File: src/rtl/minv_mdiv_pkg.sv
// Shared definitions for the modular inverse / division sequencer:
// state encoding, default sizing and small decode helpers.
package minv_mdiv_pkg;

    localparam int DATA_W        = 32;
    localparam int WORDS_DEFAULT = 8;
    localparam int TO_W_DEFAULT  = 16;

    typedef enum logic [2:0] {
        ST_IDLE  = 3'd0,
        ST_LOADP = 3'd1,
        ST_LOADA = 3'd2,
        ST_LOADB = 3'd3,
        ST_START = 3'd4,
        ST_WAIT  = 3'd5,
        ST_READ  = 3'd6
    } state_t;

    function automatic logic is_load(input state_t s);
        return (s == ST_LOADP) || (s == ST_LOADA) || (s == ST_LOADB);
    endfunction

endpackage

File: src/rtl/minv_mdiv_seq_if.sv
// Host-side request/operand/result bus of the sequencer; the host is the master.
interface minv_mdiv_seq_if;
    import minv_mdiv_pkg::*;

    logic              req;
    logic              op;
    logic [DATA_W-1:0] din;
    logic              din_valid;
    logic              din_ready;
    logic [DATA_W-1:0] dout;
    logic              dout_valid;
    logic              dout_ready;
    logic              busy;
    logic              done;
    logic              err;

    modport master (
        output req, op, din, din_valid, dout_ready,
        input  din_ready, dout, dout_valid, busy, done, err
    );

    modport slave (
        input  req, op, din, din_valid, dout_ready,
        output din_ready, dout, dout_valid, busy, done, err
    );

endinterface

File: src/rtl/minv_mdiv_wcnt.sv
// Word counter shared by the load and read phases; wraps to zero on the
// terminal-count word so each phase starts from a clean count.
module minv_mdiv_wcnt #(
    parameter int WORDS = 8
) (
    input  logic clk,
    input  logic rst,
    input  logic clr,
    input  logic inc,
    output logic tc
);

    localparam int            CW   = (WORDS > 1) ? $clog2(WORDS) : 1;
    localparam logic [CW-1:0] LAST = CW'(WORDS - 1);

    logic [CW-1:0] cnt;

    assign tc = (cnt == LAST);

    // NOTE: clocked state uses non-blocking assignments so every register
    // samples pre-edge values, independent of block ordering.
    always_ff @(posedge clk or negedge rst) begin
        if (!rst) begin
            cnt <= '0;
        end else if (clr) begin
            cnt <= '0;
        end else if (inc) begin
            cnt <= tc ? '0 : cnt + 1'b1;
        end
    end

endmodule

File: src/rtl/minv_mdiv_seq.sv
// Sequencer that streams p, a (and b for division) into a modular
// inverse/division core, starts it, and streams the selected result back.
module minv_mdiv_seq
    import minv_mdiv_pkg::*;
#(
    parameter int WORDS = WORDS_DEFAULT,
    parameter int TO_W  = TO_W_DEFAULT
) (
    input  logic              clk,
    input  logic              rst,
    minv_mdiv_seq_if.slave    bus,

    output logic [DATA_W-1:0] core_datain,
    output logic              core_loadp,
    output logic              core_loada,
    output logic              core_loadb,
    output logic              core_minv_mdiv,
    output logic              core_en,
    output logic              core_outx1,
    output logic              core_outx2,
    input  logic              core_rdy,
    input  logic              core_flag,
    input  logic [DATA_W-1:0] core_x1out,
    input  logic [DATA_W-1:0] core_x2out
);

    localparam logic [TO_W-1:0] WD_MAX = '1;

    state_t          state;
    logic            op_q;
    logic            flag_q;
    logic [TO_W-1:0] wdog;
    logic [TO_W-1:0] wd_next;
    logic            done_q;
    logic            err_q;

    logic            load_fire;
    logic            read_fire;
    logic            wc_tc;

    assign load_fire = is_load(state) && bus.din_valid;
    assign read_fire = (state == ST_READ) && bus.dout_ready;
    assign wd_next   = wdog + 1'b1;

    minv_mdiv_wcnt #(.WORDS(WORDS)) u_wcnt (
        .clk (clk),
        .rst (rst),
        .clr (state == ST_IDLE),
        .inc (load_fire || read_fire),
        .tc  (wc_tc)
    );

    // Host-side status decodes straight from the registered state.
    assign bus.din_ready  = is_load(state);
    assign bus.dout_valid = (state == ST_READ);
    assign bus.dout       = (state == ST_READ) ? (flag_q ? core_x2out : core_x1out) : '0;
    assign bus.busy       = (state != ST_IDLE);
    assign bus.done       = done_q;
    assign bus.err        = err_q;

    assign core_minv_mdiv = (state != ST_IDLE) && op_q;
    assign core_en        = (state == ST_START);

    // Strobes follow the handshake in the same cycle so the core sees each
    // word exactly once, with no strobe while the host stalls.
    always_comb begin
        // NOTE: every output gets a default first so no path through the
        // case leaves a signal unassigned and infers a latch.
        core_datain = '0;
        core_loadp  = 1'b0;
        core_loada  = 1'b0;
        core_loadb  = 1'b0;
        core_outx1  = 1'b0;
        core_outx2  = 1'b0;
        if (load_fire) begin
            core_datain = bus.din;
        end
        case (state)
            ST_LOADP: core_loadp = bus.din_valid;
            ST_LOADA: core_loada = bus.din_valid;
            ST_LOADB: core_loadb = bus.din_valid;
            ST_READ: begin
                core_outx1 = read_fire && !flag_q;
                core_outx2 = read_fire &&  flag_q;
            end
            default: ;
        endcase
    end

    always_ff @(posedge clk or negedge rst) begin
        if (!rst) begin
            state  <= ST_IDLE;
            op_q   <= 1'b0;
            flag_q <= 1'b0;
            wdog   <= '0;
            done_q <= 1'b0;
            err_q  <= 1'b0;
        end else begin
            done_q <= 1'b0;
            err_q  <= 1'b0;
            // Zero while in START, so it counts cycles elapsed since core_en.
            wdog   <= ((state == ST_START) || (state == ST_WAIT)) ? wd_next : '0;

            case (state)
                ST_IDLE: begin
                    if (bus.req) begin
                        op_q  <= bus.op;
                        state <= ST_LOADP;
                    end
                end
                ST_LOADP: begin
                    if (load_fire && wc_tc) state <= ST_LOADA;
                end
                ST_LOADA: begin
                    if (load_fire && wc_tc) state <= op_q ? ST_START : ST_LOADB;
                end
                ST_LOADB: begin
                    if (load_fire && wc_tc) state <= ST_START;
                end
                ST_START: begin
                    state <= ST_WAIT;
                end
                ST_WAIT: begin
                    if (core_rdy) begin
                        flag_q <= core_flag;
                        state  <= ST_READ;
                    end else if (wd_next == WD_MAX) begin
                        err_q <= 1'b1;
                        state <= ST_IDLE;
                    end
                end
                ST_READ: begin
                    if (read_fire && wc_tc) begin
                        done_q <= 1'b1;
                        state  <= ST_IDLE;
                    end
                end
                default: state <= ST_IDLE;
            endcase
        end
    end

endmodule

File: src/flat_wrapper.sv
// flat-port wrapper written by rule: the top's interface ports become plain ports
module minv_mdiv_seq_flat import minv_mdiv_pkg::*;
#(
    parameter int WORDS = WORDS_DEFAULT,
    parameter int TO_W  = TO_W_DEFAULT
)
  (clk, rst, core_datain, core_loadp, core_loada, core_loadb, core_minv_mdiv, core_en, core_outx1, core_outx2, core_rdy, core_flag, core_x1out, core_x2out, bus_req, bus_op, bus_din, bus_din_valid, bus_dout_ready, bus_din_ready, bus_dout, bus_dout_valid, bus_busy, bus_done, bus_err);
  minv_mdiv_seq_if bus_i ();
  input  logic clk;
  input  logic rst;
  output logic [DATA_W-1:0] core_datain;
  output logic core_loadp;
  output logic core_loada;
  output logic core_loadb;
  output logic core_minv_mdiv;
  output logic core_en;
  output logic core_outx1;
  output logic core_outx2;
  input  logic core_rdy;
  input  logic core_flag;
  input  logic [DATA_W-1:0] core_x1out;
  input  logic [DATA_W-1:0] core_x2out;
  input wire logic [$bits(bus_i.req)-1:0] bus_req;
  input wire logic [$bits(bus_i.op)-1:0] bus_op;
  input wire logic [$bits(bus_i.din)-1:0] bus_din;
  input wire logic [$bits(bus_i.din_valid)-1:0] bus_din_valid;
  input wire logic [$bits(bus_i.dout_ready)-1:0] bus_dout_ready;
  output wire logic [$bits(bus_i.din_ready)-1:0] bus_din_ready;
  output wire logic [$bits(bus_i.dout)-1:0] bus_dout;
  output wire logic [$bits(bus_i.dout_valid)-1:0] bus_dout_valid;
  output wire logic [$bits(bus_i.busy)-1:0] bus_busy;
  output wire logic [$bits(bus_i.done)-1:0] bus_done;
  output wire logic [$bits(bus_i.err)-1:0] bus_err;
  assign bus_i.req = bus_req;
  assign bus_i.op = bus_op;
  assign bus_i.din = bus_din;
  assign bus_i.din_valid = bus_din_valid;
  assign bus_i.dout_ready = bus_dout_ready;
  assign bus_din_ready = bus_i.din_ready;
  assign bus_dout = bus_i.dout;
  assign bus_dout_valid = bus_i.dout_valid;
  assign bus_busy = bus_i.busy;
  assign bus_done = bus_i.done;
  assign bus_err = bus_i.err;
  minv_mdiv_seq #(.WORDS(WORDS), .TO_W(TO_W)) u_core (.clk(clk), .rst(rst), .bus(bus_i), .core_datain(core_datain), .core_loadp(core_loadp), .core_loada(core_loada), .core_loadb(core_loadb), .core_minv_mdiv(core_minv_mdiv), .core_en(core_en), .core_outx1(core_outx1), .core_outx2(core_outx2), .core_rdy(core_rdy), .core_flag(core_flag), .core_x1out(core_x1out), .core_x2out(core_x2out));
endmodule
File: config.mk
export PLATFORM = sky130hd
export DESIGN_NAME = minv_mdiv_seq_flat
export DESIGN_NICKNAME = d
export VERILOG_FILES = /design/src/rtl/minv_mdiv_pkg.sv /design/src/rtl/minv_mdiv_seq_if.sv /design/src/rtl/minv_mdiv_wcnt.sv /design/src/rtl/minv_mdiv_seq.sv /design/src/flat_wrapper.sv
export SDC_FILE = /design/constraint.sdc
export NUM_CORES = 1
export LEC_CHECK = 0
export ABC_CLOCK_PERIOD_IN_PS = 2400
export BUFFER_PORTS_ARGS = -buffer_cell sky130_fd_sc_hd__buf_2
export CAP_MARGIN = 25
export CORE_MARGIN = 8
export CORE_UTILIZATION = 40
export CTS_BUF_LIST = sky130_fd_sc_hd__clkbuf_8
export DETAILED_ROUTE_END_ITERATION = 12
export GPL_TIMING_DRIVEN = 1
export PLACE_DENSITY = 0.82
export SLEW_MARGIN = 40
export SYNTH_ARGS = -nofsm -noshare
export SYNTH_HDL_FRONTEND = slang
export SYNTH_SLANG_ARGS = --single-unit
File: constraint.sdc
create_clock -name clk -period 2.4 [get_ports clk]
set_input_delay 0.24 -clock clk [delete_from_list [all_inputs] [get_ports clk]]
set_output_delay 0.24 -clock clk [all_outputs]
set_load 0.02 [all_outputs]
==> out/qor.yml <==
hpwl_um: 7370
leakage_uw: 0.00183
timing.slew.headroom: 0.603
ys_types: 43
globalRoute.totalOverflow: 0
max_stage_delay_ns: 0.63
setup_viol: 0
worst_slack_ns: 0.221
endpoint_kind: "primary output"
core_area_sq_um: 5410
cts_tree: "done"
slew_violations: 0
drt-pass1-iter-count: 4
synth_edf_count: 0
worst_pin_slew_ns: 0.590
synthTopCellsByArea: "dfrtp_1 (30%), mux2i_1 (16%), nor2_1 (10%)"
synthArstFlopShare: 1.00
drc: 0
synth_most_common_cell: "nor2_1"
min_period_ns: 2.18
syn_area_per_cell_sq_um: 7.93
cp_slowest_cell: "dfrtp_1"
cpLargestDelayFamily: "flip-flops"
htreeDepth: 1
r2r_slack_ns: 0.33
setup_tns_ns: 0
grt_pass1_vias: 2457
fin_crit_sh: 0.908
fmax_ghz: 0.459
finalWirelength_um: 8650
vias_per_cell: 4.90
die_y_um: 90.1
place_ws_ns: 0.358
fin_nets: 558
grt_pass1_wl_um: 13600
rows: 27
hold_violations: 0
ir_drop_mv: 0.483
io_buffers: 179
design_area_sq_um: 3240
status: "finished clean"
clock_path_buffers: 2
clock_latency_ns: 0.28
synth_commonest_cells: "nor2_1 (61), and2_1 (36), mux2i_1 (35), dfrtp_1 (26), clkbuf_1 (10)"
drive_gt1_frac: 0.432
path_max_fanout: 24
grt_use_total: 0.206
cts.clk_slew.worst_paths_ns: 0.09
antenna_found_initial: 0
ys_ff_latch: 26
rsz0062_at_grt: "false"
synth-seq-area-share: 0.296
place_inst: 516
initial_core_util: 0.406
cp.required_ns: 2.16
cts_resized: 0
top_level_ports: 180
critPathLaunchType: "register"
synth_fp_nets: 385
path_cells: "nand3_1 -> buf_4 -> nor2_1 -> buf_2"
hold_path.class: "in -> reg"
grt_max_degree: 34
placed_area_sq_um: 3160
yosysWarningCount: 0
synth_flop_cell: "dfrtp_1"
power_density_nw_per_um2: 828
vias: 2551
critical_path_arrival_ns: 1.94
yosysTopAreaCell: "dfrtp_1"
critical_path_buf_inv_count: 2
die-area_sq_um: 8120
syn_area_sq_um: 2200
synth_top_area_share: 0.296
drt_iter0_drc: 139
critPathKind: "reg -> out"
detail_route.wl_per_cell_um: 16.6
drv_cap: 0
skew_ns: 0.00855
finalWeightedCongestion: 0.927
fin_cells: 521
cts_root_buffer: "clkbuf_8"
area_growth_pct: 47.7
clock_sinks: 26
drtAntennaViolNets: 0
synth_cells: 277
fp.dieW_um: 90.1
diodes: 0
cts_inserted_buffers: 3
[routing by layer]
layer,GRT usage,routed length (um),vias to the layer above
met5,0,0,-
met4,0.0374,84,0
met3,0.0557,607,6
met2,0.402,4770,107
met1,0.214,3190,1162
li1,-,-,1276
[sequential cells by signal (all words and copies together), names as in the netlist]
signal / cells
u_core.wdog: 16
u_core.flag_q: 1
u_core.state: 3
u_core.u_wcnt.cnt: 3
u_core.op_q: 1
u_core.bus.err: 1
u_core.bus.done: 1
[through the flow]
stage | hold WS [ns] | power [uW] | util
2_1_floorplan | -0.0556 | 1790 | -
4_1_cts | 0.187 | 2710 | 0.600
6_report | 0.191 | 2690 | 0.600
5_1_grt | 0.183 | 2880 | 0.600
3_5_place_dp | 0.275 | 2330 | 0.585
3_3_place_gp | 0.261 | 2280 | 0.585
[worst paths after layout]
path | to | startpoint | cells after the start
max | bus_dout[15] | u_core.state[2] | 4
min | u_core.op_q | bus_op | 2
max reg2reg | u_core.state[2] | u_core.wdog[0] | 7
min reg2reg | u_core.u_wcnt.cnt[1] | u_core.u_wcnt.cnt[1] | 2
max in group asynchronous | u_core.flag_q | rst | 2
min in group asynchronous | u_core.wdog[12] | rst | 2
[power by group]
| group | total [uW] | switching (uW) | internal, uW |
|---|---|---|---|
| registers | 685 | 162 | 523 |
| logic | 1640 | 973 | 663 |
| clock network | 365 | 141 | 223 |
| total | 2690 | 1280 | 1410 |
[worst reg2reg max path, stage by stage, from the launching register on]
cell	delay (ns)
dfrtp_1	0.44
ha_1	0.30
nand3_2	0.14
or2_1	0.28
or3_4	0.34
a21oi_2	0.17
a31o_1	0.18
a31oi_1	0.09
[cells by family (layout without fill, tap and decap cells)]
logic type | count (synthesis) | count (layout) | synth area share
AO/OA/AOI/OAI | 26 | 26 | 0.0752
XOR/XNOR | 10 | 10 | 0.0399
adder cells (fa/ha/maj) | 4 | 4 | 0.0228
buffers and inverters | 22 | 194 | 0.0393
flip-flops | 26 | 26 | 0.296
multiplexers | 38 | 38 | 0.175
AND/OR/NAND/NOR | 151 | 151 | 0.352
[cell usage in the layout, fill, tap and decap left out, types with 2 or more instances in the layout]
cell and count:
buf_2 179, nor2_1 61, and2_1 36, mux2i_1 35, dfrtp_1 25, nand2_1 9
nand3_1 8, a21oi_1 8, and3_1 7, inv_1 6, xnor2_1 6, nand4_1 5
o21ai_0 5, nor3_1 4, nor2b_1 4, nand2b_1 4, xor2_1 4, ha_1 4
or3_1 3, mux2_2 3, clkbuf_8 3, buf_4 3, a31oi_1 2, nor3b_1 2
[area by class of cell]
class / count / area, sq um
fillers: 505 / 2160
multi-input cells: 229 / 1460
repair buffers: 184 / 948
flip-flops and latches: 26 / 652
well taps: 72 / 90.1
clock buffers: 3 / 41.3
clock inverters: 1 / 30.0
inverters: 6 / 22.5
[repair_timing]
item / 4_1_cts / 5_1_grt
hold buffers: 1 / 0
setup buffers: 0 / 0
hold endpoints to repair: 26 / 0
No activity file was read; power rests on OpenSTA's default activity.
